`config.mk`:
```
export PLATFORM = sky130hd
export DESIGN_NAME = gate_truth_sweeper
export DESIGN_NICKNAME = d
export VERILOG_FILES = /design/src/rtl/gate_truth_sweeper.sv
export SDC_FILE = /design/constraint.sdc
export NUM_CORES = 1
export LEC_CHECK = 0
export ABC_CLOCK_PERIOD_IN_PS = 1700
export BUFFER_PORTS_ARGS = -buffer_cell sky130_fd_sc_hd__buf_4
export CORE_MARGIN = 1.5
export CORE_UTILIZATION = 25
export DETAILED_ROUTE_END_ITERATION = 10
export GPL_TIMING_DRIVEN = 0
export PLACE_DENSITY_LB_ADDON = 0.3
export SLEW_MARGIN = 20
export SYNTH_ARGS = -nofsm -noshare
export SYNTH_HDL_FRONTEND = slang
export SYNTH_SLANG_ARGS = --single-unit
```
`constraint.sdc`:
```
create_clock -name clk -period 1.7 [get_ports clk]
set_input_delay 0 -clock clk [delete_from_list [all_inputs] [get_ports clk]]
set_output_delay 0 -clock clk [all_outputs]
set_load 0.02 [all_outputs]
```
`src/rtl/gate_truth_sweeper.sv`:
```
// Self-test sweeper for the elementary-gate library. It drives every input vector
// into a combinational gate, waits a settle delay, samples the output and checks it
// against a truth table.
`timescale 1ns/1ps

module gate_truth_sweeper #(
    parameter int                        N_INPUTS      = 2,
    parameter int                        SETTLE_CYCLES = 2,
    parameter logic [(2**N_INPUTS)-1:0]  EXPECTED      = 4'b0111
) (
    input  logic                  clk,
    input  logic                  reset,
    input  logic                  start,
    output logic [N_INPUTS-1:0]   dut_in,
    input  logic                  dut_out,
    output logic                  busy,
    output logic                  done,
    output logic                  pass,
    output logic [N_INPUTS-1:0]   fail_index,
    output logic [N_INPUTS:0]     fail_count
);

    localparam int N_VEC = 2**N_INPUTS;
    localparam logic [N_INPUTS-1:0] LAST_IDX = N_INPUTS'(N_VEC - 1);
    localparam logic [3:0] SETTLE_LOAD = 4'(SETTLE_CYCLES);

    typedef enum logic [2:0] {
        S_IDLE,
        S_DRIVE,
        S_SETTLE,
        S_SAMPLE,
        S_DONE
    } state_t;

    state_t               r_state;
    state_t               w_next_state;
    logic [3:0]           r_settle_cnt;
    logic [N_INPUTS-1:0]  r_index;
    logic [N_INPUTS-1:0]  r_dut_in;
    logic                 r_busy;
    logic                 r_done;
    logic                 r_pass;
    logic [N_INPUTS-1:0]  r_fail_index;
    logic [N_INPUTS:0]    r_fail_count;

    logic                 w_mismatch;
    logic                 w_last;

    // dut_out comes from a combinational gate in this clock domain, so it is used directly.
    assign w_mismatch = (dut_out != EXPECTED[r_index]);
    assign w_last     = (r_index == LAST_IDX);

    // NOTE: sequential state uses non-blocking assignments so that every register
    // samples the values present before the edge, whatever order the blocks run in.
    always_ff @(posedge clk or posedge reset) begin
        if (reset) begin
            r_state <= S_IDLE;
        end else begin
            r_state <= w_next_state;
        end
    end

    // NOTE: the default comes first, so every path assigns w_next_state and no latch is inferred.
    always_comb begin
        w_next_state = r_state;
        case (r_state)
            S_IDLE, S_DONE: begin
                if (start) w_next_state = S_DRIVE;
            end
            S_DRIVE: begin
                w_next_state = (SETTLE_CYCLES > 0) ? S_SETTLE : S_SAMPLE;
            end
            S_SETTLE: begin
                if (r_settle_cnt <= 4'd1) w_next_state = S_SAMPLE;
            end
            S_SAMPLE: begin
                w_next_state = w_last ? S_DONE : S_DRIVE;
            end
            default: w_next_state = S_IDLE;
        endcase
    end

    always_ff @(posedge clk or posedge reset) begin
        if (reset) begin
            r_settle_cnt <= '0;
            r_index      <= '0;
            r_dut_in     <= '0;
            r_busy       <= 1'b0;
            r_done       <= 1'b0;
            r_pass       <= 1'b0;
            r_fail_index <= '0;
            r_fail_count <= '0;
        end else begin
            case (r_state)
                S_IDLE, S_DONE: begin
                    if (start) begin
                        r_index      <= '0;
                        r_dut_in     <= '0;
                        r_busy       <= 1'b1;
                        r_done       <= 1'b0;
                        r_pass       <= 1'b0;
                        r_fail_index <= '0;
                        r_fail_count <= '0;
                    end
                end
                S_DRIVE: begin
                    r_settle_cnt <= SETTLE_LOAD;
                end
                S_SETTLE: begin
                    r_settle_cnt <= r_settle_cnt - 4'd1;
                end
                S_SAMPLE: begin
                    if (w_mismatch) begin
                        r_fail_count <= r_fail_count + 1'b1;
                        if (r_fail_count == '0) r_fail_index <= r_index;
                    end
                    if (w_last) begin
                        // The last vector's comparison is folded into pass on the same edge.
                        r_busy   <= 1'b0;
                        r_done   <= 1'b1;
                        r_pass   <= (r_fail_count == '0) && !w_mismatch;
                        r_dut_in <= '0;
                    end else begin
                        r_index  <= r_index + 1'b1;
                        r_dut_in <= r_index + 1'b1;
                    end
                end
                default: ;
            endcase
        end
    end

    assign dut_in     = r_dut_in;
    assign busy       = r_busy;
    assign done       = r_done;
    assign pass       = r_pass;
    assign fail_index = r_fail_index;
    assign fail_count = r_fail_count;

endmodule

```
* After elaboration in Yosys (flattened, before gate mapping)
Cells that the tools add are included. W data, S select, Z words.
Word-level totals: register bits 19, input bits 4
Cells by class: $add $sub $neg 3, $lt $le $gt $ge 2, eq/ne operators 12, muxes and demuxes 26, reductions and logical operators 13
Operators with widths (number):
- $mux W3 | 5
- $ne A2 B2 Y1 const B | 6
- $pmux W2 S2 | 3
- $pmux W3 S4 | 1
- $mux W2 | 5
- $reduce_and A3 Y1 | 3
- $pmux W4 S2 | 1
- $eq A3 B2 Y1 const B | 2
- $logic_not A3 Y1 | 2
- $mux W1 | 6
- $pmux W1 S2 | 3
- $pmux W3 S2 | 1
- $le A4 B1 Y1 const B | 1
- $reduce_and A2 Y1 | 2
- $reduce_and A4 Y1 | 1
- $reduce_bool A2 Y1 | 2
- $sub A4 B1 Y4 const B | 1
- $add A3 B1 Y3 const B | 1
- $eq A3 B1 Y1 const B | 1
- $eq A3 B3 Y1 const B | 1
- $lt A2 B3 Y1 const B | 1
- $add A2 B1 Y2 const B | 1
- $bmux W1 S2 | 1
- $eq A2 B2 Y1 const B | 1
- 4 further kinds | 4

* Logic depth before layout (Yosys ltp)
depth after elaboration 7, gate-level depth with buffers 5, depth with buffers taken out 5

* Worst setup path after synthesis
Ideal clock, no wire load.
path kind reg-to-reg, from reg r_index[0], to reg r_fail_index[0] (netlist: fail_index[0]), data arrival time 1287 ps, setup slack 334 ps, cell stages (with the launch flop) 5, path buffers 0, period minus slack after synthesis 1366 ps, cell sequence dfrtp_1 ha_1 xor2_1 nor4b_4 mux2i_1
Between the ends: cells in the longest elaborated chain, start to end 5
Ends and longest elaborated chain:
- start, declared | line 38 | logic [N_INPUTS-1:0] r_index;
- start signal, assigned | line 124 | r_index <= r_index + 1'b1;
- $bmux W1 S2 | line 50 | assign w_mismatch = (dut_out != EXPECTED[r_index]);
- $mux W1 (implied by the code) | line 50
- $ne A1 B1 Y1 | line 50
- $ne A2 B2 Y1 (no source line)
- $reduce_and A4 Y1 (no source line)
- end signal, assigned | line 115 | if (r_fail_count == '0) r_fail_index <= r_index;
- end, declared | line 43 | logic [N_INPUTS-1:0] r_fail_index;
Several ways; a longest one is shown, not always the timed one. The select of a mux whose other input is x is not followed. A chain may end at the register's enable or synchronous reset.

* Worst setup path in the final report
from reg r_index[0], to reg r_fail_index[1] (netlist: fail_index[1])
Between the ends: cells in the longest elaborated chain, start to end 5
Ends and longest elaborated chain (line):
- $bmux W1 S2 | 50
- $mux W1 (implied by the code) | 50
- $ne A1 B1 Y1 | 50
- $ne A2 B2 Y1 (no source line)
- $reduce_and A4 Y1 (no source line)
No other way between the ends. The select of a mux whose other input is x is not followed.

==> metrics.yaml <==
cells_and_area:
  antenna_cells: 0
  nFillCells: 421
  area_growth_pct: 21.37
  final_core_util_pct: 31.93
  drive_gt1_share_pct: 23.14
  layout.nets: 132
die:
  die_y_um: 68.11
  fp.coreArea_um2: 4029
  fp-row-count: 23
  ios: 14
  dieArea_um2: 4639
  start_util_pct: 26.30
  die_x_um: 68.11
timing:
  rsz0062_at_grt: "false"
  fin_crit_ns: 1.488
  maxSlewViolCount: 0
  setup_violations: 0
  relSlewSlack_pct: 49.97
  hold_violations: 0
  worstMarginPinSlew_ns: 0.7497
  skew_ns: 0.005702
  finalCritPeriodShare_pct: 87.52
  fin_tns_setup_ns: 0
  fmax_ghz: 0.6721
yosys:
  async_flop_share_pct: 100.0
  syn_inst: 102
  syn_area_per_cell_um2: 10.39
  synth_ff_type: "dfrtp_1"
  syn_nets: 112
  netlist_area_um2: 1060
  synth_seq_cells: 19
  synth-edff-count: 0
  synth_cell_types: 36
  yosysSeqAreaShare_pct: 44.86
  synth-warning-count: 0
setup_path:
  critical_path_peak_fanout: 4
  end_kind: "flop"
  path_depth: 4
  crit_chain: "ha_1 -> xor2_1 -> nor4b_4 -> mux2i_1"
  arrival_ns: 1.67
  startpoint_type: "flop"
  crit_type: "flop to flop"
  worstRegToRegCells: 4
  required_ns: 1.88
  cp_slowest_cell: "dfrtp_1"
  path_delay_family: "flip-flops"
  cp_slowest_stage_delay_ns: 0.42
  critPathBufInv: 0
cts:
  clock_latency_ns: 0.26
  cts_inserted_buffers: 3
  cts-root-buf: "clkbuf_8"
  htreeDepth: 1
  cts_tree: "yes"
  clockBufferDepth: 2
  path_clk_slew_ns: 0.08
  cts_sinks: 19
global_routing:
  grt_pass1_wl_mm: 3.953
  grt_pass1_vias: 870
  gr-total-overflow: 0
  antenna_found_initial: 0
  track_usage_pct: 11.50
  grt_max_degree: 20
worst_hold_path:
  hp-class: "input port to flop"
  whs_path_depth: 4
outcome:
  status: "complete, no violations"
routing:
  vias: 787
  first_iter_violations: 22
  drc: 0
  detail_route.first_pass.iterations: 4
  ant_nets: 0
  wl_per_cell_um: 12.56
  vias_per_cell: 4.602
  drt-total-wl_mm: 2.147
placement:
  routabilityCongestion: 0.7747
  io_buffers: 13
  place_hpwl_mm: 1.609
pwr:
  p_per_area_nw_per_um2: 1698
  total_power_w: 0.002185
  p_leak_nw: 0.6233
  ir_drop_uv: 647.4
flow_run:
  max_cap_violations: 0
==> where the power goes <==
| part | leakage (nW) | total (W) | internal, W | switching, W |
|---|---|---|---|---|
| Sequential | 0.245 | 0.000752 | 0.000621 | 0.000130 |
| Clock | 0.0255 | 0.000319 | 0.000163 | 0.000156 |
| Combinational | 0.353 | 0.00111 | 0.000507 | 0.000607 |
==> cells in the mapped netlist, types with 2 or more instances <==
| library cell | number | share of area (%) |
|---|---|---|
| o22ai_1 | 2 | 1.2 |
| nand2_1 | 7 | 2.5 |
| inv_1 | 11 | 3.9 |
| ha_1 | 6 | 7.1 |
| buf_2 | 3 | 1.4 |
| a21oi_1 | 4 | 1.9 |
| nor2_1 | 6 | 2.1 |
| o21ai_0 | 6 | 2.8 |
| xnor2_1 | 2 | 1.7 |
| buf_6 | 2 | 2.1 |
| mux2i_1 | 5 | 4.7 |
| o41ai_1 | 2 | 1.7 |
| dfrtp_1 | 19 | 45 |
| o2bb2ai_1 | 2 | 1.7 |
| nand3_1 | 3 | 1.4 |
| o21ai_1 | 2 | 0.94 |
==> sequential cells by signal (all words and copies together), names as in the netlist <==
| signal | flops |
|---|---|
| r_settle_cnt | 4 |
| fail_count | 3 |
| r_state | 3 |
| dut_in | 2 |
| fail_index | 2 |
| r_index | 2 |
| busy | 1 |
| done | 1 |
| pass | 1 |
==> layer usage <==
layer  GRT usage [%]  vias to the layer above  share of wire (%)
met5               0                        -                  0
met3           3.947                        2                4.8
met2           20.75                       16                 49
met1           13.02                      380                 45
met4           2.500                        0               0.61
li1                -                      389                  -
==> cell families after synthesis <==
family / count (synthesis) / synth area share (%)
compound gates: 23 / 14.41
xor+xnor: 3 / 2.480
fa+ha+maj: 6 / 7.084
buf+inv: 17 / 8.146
flops: 19 / 44.86
mux: 5 / 4.723
simple gates: 29 / 18.30
==> what timing repair did <==
action                    CTS  global route
buffers inserted            0             0
hold buffers                2             0
hold endpoints to repair   20             0
gates resized for setup     0             0
==> area by class of cell <==
type	count	area [um^2]	share of cell area [%]
multi-input combinational	66	498.0	38.72
inverter	11	41.29	3.210
sequential	19	475.5	36.97
buffer	6	45.04	3.502
timing repair buffer	15	117.6	9.144
tap	50	62.56	4.864
clock buffer	3	41.29	3.210
clock inverter	1	5.005	0.3891
==> stage by stage <==
| step | instances | area (um^2) | hold WS [ns] | worst slack (ns) |
|---|---|---|---|---|
| after CTS | 171 | 1286 | 0.1137 | 0.1849 |
| after global routing | 171 | 1286 | 0.1569 | 0.1372 |
| final | 171 | 1286 | 0.1125 | 0.2122 |
| after floorplan | 102 | 1060 | -0.04887 | 0.3340 |
| after global placement | 165 | 1220 | 0.1914 | 0.2560 |
| after detailed placement | 165 | 1220 | 0.1787 | 0.2028 |
==> tightest hold or removal path: cells and delay by family <==
family | cells | cell delay (ns)
buffers and inverters | 1 | 0.09
AND/OR/NAND/NOR | 1 | 0.09
XOR/XNOR | 1 | 0.08
AO/OA/AOI/OAI | 1 | 0.06
==> cells in the final DEF, fill, tap and decap left out, types with 2 or more instances in the layout <==
cell type	instances
nand2_1	7
xnor2_1	2
o2bb2ai_1	2
mux2i_1	5
inv_1	11
dlygate4sd3_1	2
o41ai_1	2
buf_4	14
nand3_1	3
ha_1	6
o21ai_1	2
buf_6	2
clkbuf_8	3
o22ai_1	2
o21ai_0	6
a21oi_1	4
nor2_1	6
dfrtp_1	19
buf_2	3
==> worst paths after layout <==
check / startpoint / endpoint / slack [ns]
setup / recovery: r_index[0] / fail_index[1] / 0.21
hold / removal: dut_out / fail_count[1] / 0.11
setup reg to reg: r_index[0] / fail_index[1] / 0.21
hold reg to reg: busy / busy / 0.49
max in group asynchronous: reset / done / 0.80
min in group asynchronous: reset / dut_in[1] / 0.42
No activity file was read; power rests on OpenSTA's default activity.
